===== config.mk =====
export PLATFORM = sky130hd
export DESIGN_NAME = eth_tx_framer
export DESIGN_NICKNAME = d
export VERILOG_FILES = /design/src/rtl/eth_tx_pkg.sv /design/src/rtl/eth_tx_framer_crc.sv /design/src/rtl/eth_tx_framer.sv
export SDC_FILE = /design/constraint.sdc
export NUM_CORES = 1
export LEC_CHECK = 0
export CORE_MARGIN = 2
export CORE_UTILIZATION = 40
export DETAILED_ROUTE_END_ITERATION = 8
export SLEW_MARGIN = 20
export SYNTH_ARGS = -nofsm -noshare
export SYNTH_HDL_FRONTEND = slang
export SYNTH_SLANG_ARGS = --single-unit

===== constraint.sdc =====
create_clock -name clk -period 6.85 [get_ports clk]
set_input_delay 1.37 -clock clk [delete_from_list [all_inputs] [get_ports clk]]
set_output_delay 1.37 -clock clk [all_outputs]
set_load 0.05 [all_outputs]

===== src/rtl/eth_tx_pkg.sv =====
// Shared types, byte constants, default sizing and CRC-32 byte step for the GMII TX framer.
package eth_tx_pkg;

    typedef enum logic [2:0] {
        S_IDLE,
        S_PREAMBLE,
        S_SFD,
        S_DATA,
        S_PAD,
        S_FCS,
        S_IFG
    } state_t;

    localparam logic [7:0] PREAMBLE_BYTE = 8'h55;
    localparam logic [7:0] SFD_BYTE      = 8'hD5;
    localparam logic [7:0] PAD_BYTE      = 8'h00;

    localparam int unsigned DEF_PREAMBLE_BYTES = 7;
    localparam int unsigned DEF_IFG_BYTES      = 12;
    localparam int unsigned DEF_MIN_FRAME      = 60;
    localparam int unsigned DEF_MAX_FRAME      = 1514;

    localparam int unsigned CNT_W = 11;
    localparam int unsigned CYC_W = 8;

    localparam logic [31:0] CRC_POLY = 32'hEDB88320;
    localparam logic [31:0] CRC_INIT = 32'hFFFF_FFFF;

    // Reflected CRC-32 (IEEE 802.3) update by one byte, LSB first.
    function automatic logic [31:0] crc32_byte(input logic [31:0] c, input logic [7:0] d);
        logic [31:0] r;
        r = c ^ {24'h000000, d};
        for (int i = 0; i < 8; i++) begin
            r = r[0] ? ((r >> 1) ^ CRC_POLY) : (r >> 1);
        end
        return r;
    endfunction

endpackage


===== src/rtl/eth_tx_framer_crc.sv =====
// Ethernet FCS generator: one byte per enabled cycle. crc_out already
// includes din when en is high, and is byte-ordered so crc_out[31:24] is
// the first FCS byte on the wire.
module crc
    import eth_tx_pkg::*;
(
    input  logic        clk,
    input  logic        reset,
    input  logic        en,
    input  logic [7:0]  din,
    output logic [31:0] crc_out
);

    logic [31:0] crc_q;
    logic [31:0] crc_nxt;
    logic [31:0] crc_fin;

    // Next remainder including the presented byte.
    always_comb begin
        crc_nxt = crc32_byte(crc_q, din);
    end

    // Remainder register, re-seeded on reset.
    always_ff @(posedge clk) begin
        if (reset) begin
            crc_q <= CRC_INIT;
        end else if (en) begin
            crc_q <= crc_nxt;
        end
    end

    assign crc_fin = ~(en ? crc_nxt : crc_q);
    assign crc_out = {crc_fin[7:0], crc_fin[15:8], crc_fin[23:16], crc_fin[31:24]};

endmodule


===== src/rtl/eth_tx_framer.sv =====
// GMII transmit framer: preamble/SFD, payload, optional zero padding,
// FCS and inter-frame gap. Padding to MIN_FRAME is built only when
// ETH_TX_PAD_EN is defined; otherwise short frames go out unpadded.
module eth_tx_framer
    import eth_tx_pkg::*;
#(
    parameter int unsigned PREAMBLE_BYTES = DEF_PREAMBLE_BYTES,
    parameter int unsigned IFG_BYTES      = DEF_IFG_BYTES,
    parameter int unsigned MIN_FRAME      = DEF_MIN_FRAME,
    parameter int unsigned MAX_FRAME      = DEF_MAX_FRAME
) (
    input  logic        clk,
    input  logic        reset,
    input  logic [7:0]  s_data,
    input  logic        s_valid,
    input  logic        s_last,
    output logic        s_ready,
    output logic [7:0]  gmii_txd,
    output logic        gmii_tx_en,
    output logic        gmii_tx_er,
    output logic        busy,
    output logic [15:0] frame_count,
    output logic [15:0] abort_count
);

    // A frame may never be forced to abort before it could have been padded.
    localparam int unsigned MAX_LEN = (MAX_FRAME > MIN_FRAME) ? MAX_FRAME : MIN_FRAME;
    localparam logic [CNT_W-1:0] MAX_CNT  = CNT_W'(MAX_LEN);
`ifdef ETH_TX_PAD_EN
    localparam logic [CNT_W-1:0] MIN_CNT  = CNT_W'(MIN_FRAME);
`endif
    localparam logic [CYC_W-1:0] PRE_CNT  = CYC_W'(PREAMBLE_BYTES);
    localparam logic [CYC_W-1:0] IFG_LAST = CYC_W'(IFG_BYTES - 1);

    state_t           state, state_next;
    logic [CYC_W-1:0] cyc_cnt, cyc_next;
    logic [CNT_W-1:0] byte_cnt, byte_next;
    logic [31:0]      fcs, fcs_next;
    logic [7:0]       txd_d;
    logic             en_d;
    logic             er_d;
    logic             ready_d;
    logic             frame_inc;
    logic             abort_inc;
    logic             crc_en;
    logic [7:0]       crc_din;
    logic             crc_clear;
    logic [31:0]      crc_out;

    // CRC is re-seeded by global reset and throughout the inter-frame gap.
    crc u_crc (
        .clk     (clk),
        .reset   (reset | crc_clear),
        .en      (crc_en),
        .din     (crc_din),
        .crc_out (crc_out)
    );

    // State, counters and registered pin drive.
    always_ff @(posedge clk) begin
        if (reset) begin
            state       <= S_IDLE;
            cyc_cnt     <= '0;
            byte_cnt    <= '0;
            fcs         <= '0;
            gmii_txd    <= '0;
            gmii_tx_en  <= 1'b0;
            gmii_tx_er  <= 1'b0;
            s_ready     <= 1'b0;
            busy        <= 1'b0;
            frame_count <= '0;
            abort_count <= '0;
        end else begin
            state      <= state_next;
            cyc_cnt    <= cyc_next;
            byte_cnt   <= byte_next;
            fcs        <= fcs_next;
            gmii_txd   <= txd_d;
            gmii_tx_en <= en_d;
            gmii_tx_er <= er_d;
            s_ready    <= ready_d;
            busy       <= (state_next != S_IDLE);
            if (frame_inc) begin
                frame_count <= frame_count + 16'd1;
            end
            if (abort_inc) begin
                abort_count <= abort_count + 16'd1;
            end
        end
    end

    // Next state plus the byte to put on the wire next cycle.
    always_comb begin
        state_next = state;
        cyc_next   = cyc_cnt;
        byte_next  = byte_cnt;
        fcs_next   = fcs;
        txd_d      = PAD_BYTE;
        en_d       = 1'b0;
        er_d       = 1'b0;
        frame_inc  = 1'b0;
        abort_inc  = 1'b0;
        crc_en     = 1'b0;
        crc_din    = PAD_BYTE;
        crc_clear  = 1'b0;

        unique case (state)
            S_IDLE: begin
                byte_next = '0;
                if (s_valid) begin
                    state_next = S_PREAMBLE;
                    cyc_next   = CYC_W'(1);
                    txd_d      = PREAMBLE_BYTE;
                    en_d       = 1'b1;
                end
            end

            S_PREAMBLE: begin
                en_d = 1'b1;
                if (cyc_cnt >= PRE_CNT) begin
                    state_next = S_SFD;
                    txd_d      = SFD_BYTE;
                end else begin
                    cyc_next = cyc_cnt + CYC_W'(1);
                    txd_d    = PREAMBLE_BYTE;
                end
            end

            S_SFD, S_DATA: begin
                en_d = 1'b1;
                if (!s_valid || byte_cnt == MAX_CNT) begin
                    // Underrun or oversize: one error byte, then gap.
                    state_next = S_IFG;
                    cyc_next   = '0;
                    er_d       = 1'b1;
                    txd_d      = PAD_BYTE;
                    abort_inc  = 1'b1;
                end else begin
                    state_next = S_DATA;
                    txd_d      = s_data;
                    crc_en     = 1'b1;
                    crc_din    = s_data;
                    byte_next  = byte_cnt + CNT_W'(1);
                    if (s_last) begin
`ifdef ETH_TX_PAD_EN
                        if (byte_next < MIN_CNT) begin
                            state_next = S_PAD;
                        end else begin
                            state_next = S_FCS;
                            cyc_next   = '0;
                            fcs_next   = crc_out;
                        end
`else
                        state_next = S_FCS;
                        cyc_next   = '0;
                        fcs_next   = crc_out;
`endif
                    end
                end
            end

`ifdef ETH_TX_PAD_EN
            S_PAD: begin
                en_d      = 1'b1;
                txd_d     = PAD_BYTE;
                crc_en    = 1'b1;
                crc_din   = PAD_BYTE;
                byte_next = byte_cnt + CNT_W'(1);
                if (byte_next >= MIN_CNT) begin
                    state_next = S_FCS;
                    cyc_next   = '0;
                    fcs_next   = crc_out;
                end
            end
`endif

            S_FCS: begin
                en_d = 1'b1;
                unique case (cyc_cnt[1:0])
                    2'd0:    txd_d = fcs[31:24];
                    2'd1:    txd_d = fcs[23:16];
                    2'd2:    txd_d = fcs[15:8];
                    default: txd_d = fcs[7:0];
                endcase
                if (cyc_cnt[1:0] == 2'd3) begin
                    state_next = S_IFG;
                    cyc_next   = '0;
                    frame_inc  = 1'b1;
                end else begin
                    cyc_next = cyc_cnt + CYC_W'(1);
                end
            end

            S_IFG: begin
                crc_clear = 1'b1;
                if (cyc_cnt >= IFG_LAST) begin
                    state_next = S_IDLE;
                    cyc_next   = '0;
                end else begin
                    cyc_next = cyc_cnt + CYC_W'(1);
                end
            end

            default: begin
                state_next = S_IDLE;
                cyc_next   = '0;
            end
        endcase

        ready_d = (state_next == S_SFD) ||
                  ((state_next == S_DATA) && (byte_next != MAX_CNT));
    end

endmodule


After elaboration in Yosys (flattened, before gate mapping)
Index checks and enable logic that the tools add are counted.
Widths: inputs -> output; s select.
{ "classes": {"n_eq_ne": 15, "bitwise_logic": 12, "reduce_logical": 11, "mux": 40, "magnitude_cmp": 2, "add_sub_neg": 4} }
{ "op_table": {"columns": ["operator", "n"], "rows": [
  ["$mux 32", 9],
  ["$not 13->14", 8],
  ["$mux 8", 9],
  ["$pmux 8 s5", 1],
  ["$add 16x1->16 const B", 2],
  ["$not 32->32", 1],
  ["$pmux 8 s4", 1],
  ["$xor 32x8->32", 1],
  ["$pmux 8 s3", 1],
  ["$pmux 11 s2", 1],
  ["$mux 3", 6],
  ["$pmux 3 s5", 1],
  ["$eq 3x2->1 const B", 4],
  ["$add 11x1->11 const B", 1],
  ["$eq 11x11->1 const B", 1],
  ["$mux 11", 1],
  ["$ne 11x11->1 const B", 1],
  ["$add 8x1->8 const B", 1],
  ["$ge 8x3->1 const B", 1],
  ["$ge 8x4->1 const B", 1],
  ["$mux 1", 8],
  ["$mux 7", 1],
  ["$eq 3x3->1 const B", 2],
  ["$reduce_and 3->1", 2],
  ["other kinds (16)", 19]
]} }
{ "totals": {"in_bits": 12, "word_cells": 96, "regBits": 130} }

Logic depth before layout (Yosys ltp)
Gate-level depths: netlist of run 1.
{ "depth": {"ltp_word": 23, "depth_mapped": 11} }

By module
From an unflattened synthesis of run 1, not the netlist that was laid out.
{ "hier_totals": {"cells_unflattened": 745, "hier_area_um2": 6805.3} }
{ "by_module_without_submodules": {"columns": ["mod", "cells_each", "seq_area_each_um2", "area_each_um2", "instances"], "rows": [
  ["eth_tx_framer", 547, 1961.9, 4465.5, 1],
  ["crc", 198, 640.6, 2339.7, 1]
]} }

Worst setup path before layout of run 1
OpenSTA, ideal clock, no wires.
{ "synth_timing": {"kind": "in2reg", "start": "input port s_valid", "end": "register with a tool-made name", "arrival_ps": 3361, "cell_stages": 8, "required_time_ps": 6736, "setup_slack_ps": 3374, "setup_time_ps": 114, "path_buffers": 1, "path_cell_list": "and3b_1 buf_4 a21oi_1 a211o_1 xnor3_1 xnor3_1 xnor2_1 a21bo_1"} }
{ "synth_rtl": {"columns": ["item", "line", "text"], "rows": [
  ["start: declaration", "eth_tx_framer.sv:15", "input logic s_valid,"]
]} }

Worst setup path after layout of run 1
{ "layout_timing": {"start": "input port s_valid", "end": "register fcs[15]"} }
{ "layout_between": {"elab_chain_cells": 20, "elab_cells_between_ends": 25, "cone_classes": "mux (13); bitwise (9); reduce/logical (3)"} }
{ "layout_lines": {"columns": ["item", "line", "text"], "rows": [
  ["$logic_not 1->1 (*)", "eth_tx_framer.sv:131", "if (!s_valid || byte_cnt == MAX_CNT) begin"],
  ["$logic_or 1x1->1 (*)", "eth_tx_framer.sv:131", null],
  ["$mux 8", "eth_tx_framer.sv:131", null],
  ["$mux 8", "eth_tx_framer.sv:107", "unique case (state)"],
  ["$xor 32x8->32", "eth_tx_pkg.sv:32", "r = c ^ {24'h000000, d};"],
  ["$mux 32", "eth_tx_pkg.sv:34", "r = r[0] ? ((r >> 1) ^ CRC_POLY) : (r >> 1);"],
  ["$not 13->14 (no line)", null, null],
  ["$mux 32 (2 in series)", "eth_tx_pkg.sv:34", null],
  ["(+2 left out)", null, null],
  ["$not 13->14 (no line)", null, null],
  ["$mux 32 (2 in series)", "eth_tx_pkg.sv:34", null],
  ["$not 13->14 (no line)", null, null],
  ["$mux 32", "eth_tx_pkg.sv:34", null],
  ["$not 13->14 (no line)", null, null],
  ["$mux 32", "eth_tx_pkg.sv:34", null],
  ["$mux 32", null, null],
  ["$not 32->32", "eth_tx_framer_crc.sv:32", "assign crc_fin = ~(en ? crc_nxt : crc_q);"],
  ["end signal: assignment", "eth_tx_framer.sv:77", "fcs <= fcs_next;"],
  ["end: declaration", "eth_tx_framer.sv:38", "logic [31:0] fcs, fcs_next;"]
]} }
Every way passes the cells marked *; elsewhere a longest branch is shown, timed or not.
A chain may end at the register's enable or synchronous reset.

==> impl_metrics.csv, run 1 <==
group,metric,value,unit
sta,finalCriticalPeriod,4.34,ns
floorplanning,initial_core_util,0.412,
floorplanning,die_y,132,um
power_and_ir_drop,power_density,226,mW/mm^2
clocking,htreeDepth,4,
sta,tns,0,ns
synth,syn-cell-area,0.00657,sq mm
cells_and_area,final_util,0.492,
run_status,status,"complete, no violations",
detailed_routing,drt.antenna.violating_nets,0,
placed_design,post-place-ws,2.09,ns
clocking,cts.path.max_buffers,2,
clocking,postCtsResizedCells,0,
clocking,clk-insertion-delay-late,0.42,ns
clocking,cts_buffers,17,
floorplanning,io_pins,56,
sta,rsz0062_at_grt,"false",
setup_path,path_max_fanout,14,
floorplanning,die_w,132,um
grt,grt_max_degree,55,
synth,yosysTopAreaCell,"dfxtp_1",
sta,finalHoldViolCount,0,
sta,max_freq,230,MHz
power_and_ir_drop,vdd_drop_max,0.000190,V
placed_design,hpwl,11.8,mm
detailed_routing,dr_wl_met3,1.11,mm
synth,seq_area_frac_synth,0.396,
floorplanning,rows,46,
detailed_routing,wl_met1,7.97,mm
cells_and_area,drive_gt1_frac,0.0822,
detailed_routing,drc,0,
synth,yosys_most_used_dff,"dfxtp_1",
detailed_routing,drtIter0Drc,532,
setup_path,cp-start-kind,"primary input",
sta,layout_setup_ws,2.51,ns
clocking,cts_hold_buf,0,
sta,slew_headroom,0.423,
clocking,cts_tree,"built",
floorplanning,coreArea,0.0159,sq mm
clocking,postCtsSetupRepairBufs,0,
detailed_routing,met2_length,7.11,mm
synth,ys_warn_count,0,
grt,grt.overflow.total,0,
power_and_ir_drop,power_leakage,2.78,nW
flow_run,drv_cap,0,
cells_and_area,fin_nets,788,
synth,syn-mean-instance-area,8.97,sq um
synth,synth_edf_count,0,
detailed_routing,viasPerCell,5.32,
detailed_routing,dr.pass1.iters,5,
synth,synth_nets,754,
sta,setup_viol,0,
grt,grt.total_usage,0.189,
detailed_routing,dr.max_layer_used,"met4",
synth,synth_cell_types,59,
sta,fin_worst_skew,0.00871,ns
grt,grt_pass1_vias,4981,
setup_path,crit_type,"primary input to flip-flop",
grt,antenna_found_initial,0,
setup_path,crit_path_end_kind,"flip-flop",
cells_and_area,area_delta_synth_final,19.4,%
power_and_ir_drop,totalPowerFinal,1.77,mW
hold_path,hold_path_class,"flip-flop to flip-flop",
grt,grt_pass1_wl,26.5,mm
synth,netlist_top_cells_area,"dfxtp_1 (40%), xnor2_1 (6.4%), nand2_1 (5.5%)",
synth,ys_ff_latch,130,
placed_design,routabilityCongestion,0.821,
detailed_routing,avgRoutedWirePerCell,16.5,um
clocking,cts_sinks,130,
detailed_routing,vias,5296,
clocking,ctsRootBufferMaster,"clkbuf_16",
sta,max_slew.worst_pin.slew,0.866,ns
sta,min_period_over_period,0.634,
sta,finalMaxSlewViolations,0,
setup_path,required,7.13,ns
synth,async_flop_share,0,
clocking,clk_pin_slew,0.06,ns
setup_path,worstPathArrival,4.62,ns
detailed_routing,routed_wl,16.4,mm
floorplanning,die_area,0.0175,sq mm
synth,syn_inst,732,
placed_design,numPortBuffers,55,
synth,yosysTopAreaCellShare,0.396,
cells_and_area,antennaDiodeCount,0,
worst paths after layout:
| path | depth (start not counted) | from | slack (ns) | endpoint |
|---|---|---|---|---|
| max | 8 | s_valid | 2.51 | fcs[15] |
| min | 2 | fcs[29] | 0.46 | fcs[29] |
| max reg2reg | 7 | byte_cnt[6] | 3.43 | fcs[15] |
| min reg2reg | 2 | fcs[29] | 0.46 | fcs[29] |
routing by layer:
| layer | up-vias | track usage |
|---|---|---|
| li1 | 2640 | - |
| met1 | 2483 | 0.268 |
| met2 | 151 | 0.276 |
| met3 | 22 | 0.0569 |
| met4 | 0 | 0.0574 |
| met5 | - | 0 |
placed cells by master, fill, tap and decap left out, drive strengths merged, types with 4 or more instances in the layout:
cell,synthesis,layout
a211oi,17,17
a21o,5,5
a21oi,41,41
a222oi,8,8
a31oi,6,6
and2,7,7
and3,10,10
and3b,4,4
buf,7,5
clkbuf,37,18
clkdlybuf4s50,0,54
clkinv,0,5
dfxtp,130,130
ha,10,10
inv,8,12
nand2,96,96
nand2b,5,5
nand3,31,31
nand4,11,11
nor2,79,79
nor3,11,11
nor4,8,8
o211ai,28,28
o21a,4,4
o21ai,18,18
o311ai,7,7
or3,6,6
xnor2,55,55
xnor3,6,6
xor2,46,46
power breakdown:
group,total (mW),switching [mW],internal (mW)
registers,0.764,0.00386,0.761
clock network,0.938,0.360,0.578
logic,0.0703,0.0483,0.0220
total,1.77,0.412,1.36
synth_stat cells, types with 2 or more instances:
master and number:
a21oi_1 41, or2_2 3, a21boi_0 2, xnor2_1 48, o21a_1 4, and3b_1 4
a21bo_1 2, a31oi_1 6, o311ai_2 2, o21ai_0 15, buf_1 3, nand2_1 96
xnor2_2 7, a222oi_1 8, nor2_1 79, xor2_1 38, nor4_1 8, o311ai_4 4
or3_1 6, xnor3_1 6, o21ai_1 3, buf_2 2, o211ai_1 28, and2_1 7
xor2_4 4, o22ai_1 2, clkbuf_1 37, nor3_1 11, nor2b_1 3, dfxtp_1 130
nand3_1 31, a2111o_1 3, ha_1 10, o21bai_1 2, a211oi_1 17, nand4_1 10
mux2i_1 2, inv_1 8, nand2b_1 4, xor2_2 4, and3_1 10, a21o_1 5
area by class of cell:
type / count / area [sq um]
clock buffers: 18 / 429
clock inverters: 14 / 180
fillers: 1495 / 8100
inverters: 8 / 30.0
multi-input cells: 550 / 3750
flip-flops and latches: 130 / 2600
well taps: 216 / 270
repair buffers: 59 / 576
flip-flops by register name, indices dropped and copies added, names as in the netlist, 3 cells and up, named ones only:
register     count
fcs             32
u_crc.crc_q     29
abort_count     16
frame_count     16
byte_cnt        11
cyc_cnt          8
gmii_txd         8
state            3
per-stage QoR:
stage	instance area, sq um	std cells	hold WS [ns]
finish	7840	995	0.458
global route	7840	995	0.489
CTS	7840	995	0.457
detailed placement	7230	963	0.450
global placement	7230	963	0.444
floorplan	6570	732	0.436
kinds of logic (layout without fill, tap and decap cells):
logic type	after synthesis	after routing	share of synthesized area
xor gates and xnor gates	107	107	0.179
adders and majority gates	10	10	0.0191
muxes	3	3	0.00476
DFF	130	130	0.396
AOI/OAI and AO/OA	152	152	0.171
and+or+nand+nor	278	278	0.198
buffers and inverters	52	99	0.0318
worst max-delay path: stages:
cell and delay (ns):
clkdlybuf4s50_1 0.69, and3b_1 0.68, o311ai_4 0.31, xor2_4 0.33, xor2_2 0.29, xnor3_1 0.54, xnor2_1 0.29, a211oi_1 0.11
Power figures use the tool's default switching activity.
==> run 2, diff against run 1 <==
- clock period: 6.85 -> 4 ns (I/O delays scaled with it)
==> impl_metrics.csv, run 2 (synthesis results as in run 1) <==
group,metric,value,unit
run_status,status,"complete, no violations",
clocking,ctsRootBufferMaster,"clkbuf_16",
setup_path,required,4.33,ns
hold_path,hp-start,"fcs[4]",
detailed_routing,drt.antenna.violating_nets,0,
clocking,cts.path.max_buffers,2,
detailed_routing,vias,5408,
cells_and_area,layout_top_registers,"fcs: 32 flops, u_crc.crc_q: 29 flops",
cells_and_area,fin_nets,797,
setup_path,cp-start-kind,"flip-flop",
sta,rsz0062_at_grt,"false",
sta,setup_viol,0,
grt,antenna_found_initial,0,
grt,grt_pass1_wl,28.0,mm
clocking,cts_buffers,17,
setup_path,crit_path_end_kind,"flip-flop",
sta,finalCriticalPeriod,3.34,ns
grt,grt.total_usage,0.206,
sta,max_freq,299,MHz
cells_and_area,largest_register_ffs,32,
clocking,cts_sinks,130,
floorplanning,rows,46,
detailed_routing,routed_wl,17.8,mm
setup_path,path_max_fanout,13,
cells_and_area,layout_commonest_cell,"dfxtp_1",
floorplanning,die_w,132,um
flow_run,drv_cap,0,
placed_design,routabilityCongestion,0.910,
sta,finalMaxSlewViolations,0,
sta,fin_worst_skew,0.00653,ns
power_and_ir_drop,power_leakage,2.81,nW
floorplanning,die_area,0.0175,sq mm
setup_path,crit_type,"flip-flop to flip-flop",
clocking,postCtsSetupRepairBufs,0,
detailed_routing,dr.pass1.iters,5,
sta,min_period_over_period,0.835,
floorplanning,initial_core_util,0.412,
placed_design,numPortBuffers,55,
setup_path,timing.rr.start,"byte_cnt[6]",
cells_and_area,drive_gt1_frac,0.0889,
placed_design,hpwl,12.7,mm
detailed_routing,viasPerCell,5.39,
setup_path,worstPathArrival,3.67,ns
clocking,cts_hold_buf,0,
cells_and_area,top_register,"fcs",
power_and_ir_drop,vdd_drop_max,0.000321,V
grt,grt.overflow.total,0,
placed_design,placedCellCount,972,
cells_and_area,area_delta_synth_final,20.1,%
clocking,htreeDepth,4,
cells_and_area,mostFrequentLayoutCells,"dfxtp_1 (130), nand2_1 (96), nor2_1 (79), clkdlybuf4s50_1 (54), xnor2_1 (48)",
grt,grt_pass1_vias,4993,
detailed_routing,drc,0,
sta,finalHoldViolCount,0,
setup_path,reg2reg_slack,0.66,ns
grt,grt_max_degree,49,
floorplanning,io_pins,56,
floorplanning,die_y,132,um
detailed_routing,avgRoutedWirePerCell,17.7,um
cells_and_area,antennaDiodeCount,0,
setup_path,crit_path_start,"byte_cnt[6]",
sta,slew_headroom,0.363,
clocking,clk_pin_slew,0.06,ns
detailed_routing,drtIter0Drc,519,
clocking,clk-insertion-delay-late,0.43,ns
clocking,postCtsResizedCells,0,
clocking,cts_tree,"built",
sta,tns,0,ns
hold_path,hold_path_class,"flip-flop to flip-flop",
cells_and_area,final_util,0.495,
floorplanning,coreArea,0.0159,sq mm
power_and_ir_drop,power_density,380,mW/mm^2
sta,max_slew.worst_pin.slew,0.955,ns
cells_and_area,fin_cells,1003,
-- run 2: cell types whose count changed in the layout (fill, tap and decap cells not counted) --
cell / before / now
buf_4: 4 / 13
clkbuf_1: 1 / 3
clkbuf_8: 0 / 1
clkinv_2: 1 / 3
inv_6: 4 / 0
clkinv_4: 4 / 0
clkinvlp_4: 2 / 4
-- run 2: path summary, 6_finish.rpt --
check | endpoint | depth (start not counted)
min | fcs[4] | 2
max | fcs[15] | 7
min reg2reg | fcs[4] | 2
max reg2reg | fcs[15] | 7
-- run 2: through the flow --
step	setup WS (ns)	power (mW)	cell area (sq um)	hold WS, ns
floorplan	1.09	1.41	6570	0.436
global placement	0.585	1.46	7300	0.443
detailed placement	0.479	1.47	7300	0.449
CTS	0.684	3.02	7890	0.457
global route	0.530	3.09	7890	0.475
finish	0.659	3.00	7890	0.454
-- run 2: critical path, stage by stage, from the launching register on --
cell and delay [ns]:
dfxtp_1 0.44, nand4_2 0.51, or3_1 0.66, a211o_1 0.43, xnor3_1 0.47, xnor3_1 0.29, xnor2_1 0.18, a211oi_1 0.26
-- run 2: power by group --
part / leakage, nW / switching, mW / total (mW) / internal, mW
Combinational: 1.48 / 0.0898 / 0.130 / 0.0401
Clock: 0.275 / 0.569 / 1.56 / 0.987
Sequential: 1.05 / 0.00660 / 1.31 / 1.30
Total: 2.81 / 0.666 / 3.00 / 2.33
-- run 2: layout make-up --
type | count | area [sq um]
Fill cell | 1536 | 8060
Multi-Input combinational cell | 550 | 3750
Sequential cell | 130 | 2600
Timing Repair Buffer | 68 | 643
Clock buffer | 21 | 450
Tap cell | 216 | 270
Clock inverter | 10 | 135
Inverter | 8 | 30.0
-- run 2: layer usage --
| layer | global-route usage | vias up | wire length [um] |
|---|---|---|---|
| met3 | 0.0408 | 19 | 1080 |
| met4 | 0.0700 | 0 | 295 |
| li1 | - | 2638 | - |
| met2 | 0.308 | 141 | 7890 |
| met5 | 0 | - | 0 |
| met1 | 0.295 | 2610 | 8490 |
==> run 3, diff against run 2 <==
- clock period: 4 -> 3.3 ns (I/O delays scaled with it)
==> impl_metrics.csv, run 3 (synthesis results as in run 1) <==
group,metric,value,unit
detailed_routing,routed_wl,17.7,mm
clocking,postCtsSetupRepairBufs,0,
sta,min_period_over_period,0.930,
floorplanning,rows,46,
power_and_ir_drop,p_int,2.95,mW
cells_and_area,largest_register_ffs,32,
cells_and_area,final_util,0.507,
floorplanning,die_y,132,um
clocking,cts_hold_buf,0,
cells_and_area,layout_top_registers,"fcs: 32 flops, u_crc.crc_q: 29 flops",
power_and_ir_drop,power_density,465,mW/mm^2
sta,rsz0062_at_grt,"false",
power_and_ir_drop,p_clk_frac,0.537,
sta,tns,0,ns
cells_and_area,fin_nets,816,
cells_and_area,mostFrequentLayoutCells,"dfxtp_1 (130), nand2_1 (96), nor2_1 (79), clkdlybuf4s50_1 (54), xnor2_1 (48)",
setup_path,r2r_cells,8,
clocking,postCtsResizedCells,0,
sta,finalCriticalPeriod,3.07,ns
placed_design,hpwl,12.9,mm
setup_path,reg2reg_slack,0.23,ns
sta,finalHoldViolCount,0,
grt,antenna_found_initial,0,
hold_path,hold_path_class,"flip-flop to flip-flop",
floorplanning,die_w,132,um
clocking,cts.path.max_buffers,2,
floorplanning,coreArea,0.0159,sq mm
floorplanning,die_area,0.0175,sq mm
sta,max_slew.worst_pin.slew,0.693,ns
power_and_ir_drop,power_leakage,2.93,nW
floorplanning,initial_core_util,0.412,
detailed_routing,drc,0,
grt,grt.total_usage,0.206,
grt,grt_max_degree,60,
cells_and_area,layout_commonest_cell,"dfxtp_1",
run_status,status,"complete, no violations",
power_and_ir_drop,swShare,0.216,
placed_design,numPortBuffers,55,
power_and_ir_drop,power_switching,809,uW
setup_path,worstPathArrival,3.41,ns
power_and_ir_drop,totalPowerFinal,3.76,mW
sta,finalMaxSlewViolations,0,
grt,grt_pass1_wl,28.2,mm
cells_and_area,top_register,"fcs",
power_and_ir_drop,p_seq_frac,0.423,
power_and_ir_drop,p_comb_frac,0.041,
clocking,cts_buffers,17,
detailed_routing,drt.antenna.violating_nets,0,
placed_design,placedCellCount,991,
detailed_routing,viasPerCell,5.45,
flow_run,drv_cap,0,
detailed_routing,dr.pass1.iters,7,
sta,setup_viol,0,
detailed_routing,avgRoutedWirePerCell,17.4,um
grt,grt.overflow.total,0,
clocking,cts_sinks,130,
cells_and_area,drive_gt1_frac,0.112,
clocking,htreeDepth,4,
grt,grt_pass1_vias,5174,
hold_path,min_path_cells,2,
setup_path,cp-start-kind,"flip-flop",
sta,max_freq,326,MHz
sta,fin_hold_ws,0.457,ns
cells_and_area,area_delta_synth_final,23.1,%
power_and_ir_drop,vdd_drop_max,0.000409,V
clocking,cts_tree,"built",
placed_design,routabilityCongestion,0.871,
detailed_routing,vias,5566,
cells_and_area,antennaDiodeCount,0,
clocking,clk-insertion-delay-late,0.43,ns
cells_and_area,fin_cells,1022,
cells_and_area,nFillCells,1449,
setup_path,crit_type,"flip-flop to flip-flop",
setup_path,required,3.64,ns
floorplanning,io_pins,56,
detailed_routing,drtIter0Drc,577,
setup_path,path_max_fanout,8,
clocking,ctsRootBufferMaster,"clkbuf_16",
sta,fin_worst_skew,0.0113,ns
clocking,clk_pin_slew,0.06,ns
sta,slew_headroom,0.537,
setup_path,crit_path_end_kind,"flip-flop",
-- run 3: worst max-delay path: stages, from the launching register on --
cell	delay, ns
dfxtp_1	0.49
ha_1	0.30
nand4bb_4	0.22
or3_1	0.42
a211o_1	0.37
xnor3_1	0.47
xnor3_1	0.29
xnor2_1	0.17
a211oi_1	0.25
-- run 3: final timing paths --
| path | from | end |
|---|---|---|
| worst max-delay path | byte_cnt[1] | fcs[15] |
| worst min-delay path | fcs[30] | fcs[30] |
| worst max register to register | byte_cnt[1] | fcs[15] |
| worst min register to register | fcs[30] | fcs[30] |
-- run 3: layout make-up --
type / count / area, sq um / area share
Clock buffer: 22 / 474 / 0.0587
Clock inverter: 9 / 154 / 0.0190
Inverter: 8 / 30.0 / 0.00371
Multi-Input combinational cell: 550 / 3750 / 0.464
Sequential cell: 130 / 2600 / 0.322
Tap cell: 216 / 270 / 0.0334
Timing Repair Buffer: 87 / 798 / 0.0987
-- run 3: power by group through the flow --
stage	combinational, mW	sequential, mW	clock, mW
after floorplan	0.0712	1.64	0
after global placement	0.150	1.62	0
after global routing	0.163	1.59	2.11
after CTS	0.151	1.59	2.04
after detailed placement	0.151	1.62	0
final	0.153	1.59	2.02
-- run 3: metal layers --
layer	track usage	vias up	part of all wire
met1	0.292	2665	0.48
met3	0.0454	19	0.063
li1	-	2685	-
met4	0.0719	0	0.015
met5	0	-	0
met2	0.308	197	0.44
-- run 3: metrics by stage --
stage          instance area (sq um)  setup slack (ns)
2_1_floorplan                   6570             0.482
3_3_place_gp                    7460             0.137
3_5_place_dp                    7460            0.0594
4_1_cts                         8080             0.210
5_1_grt                         8080            0.0574
6_report                        8080             0.232
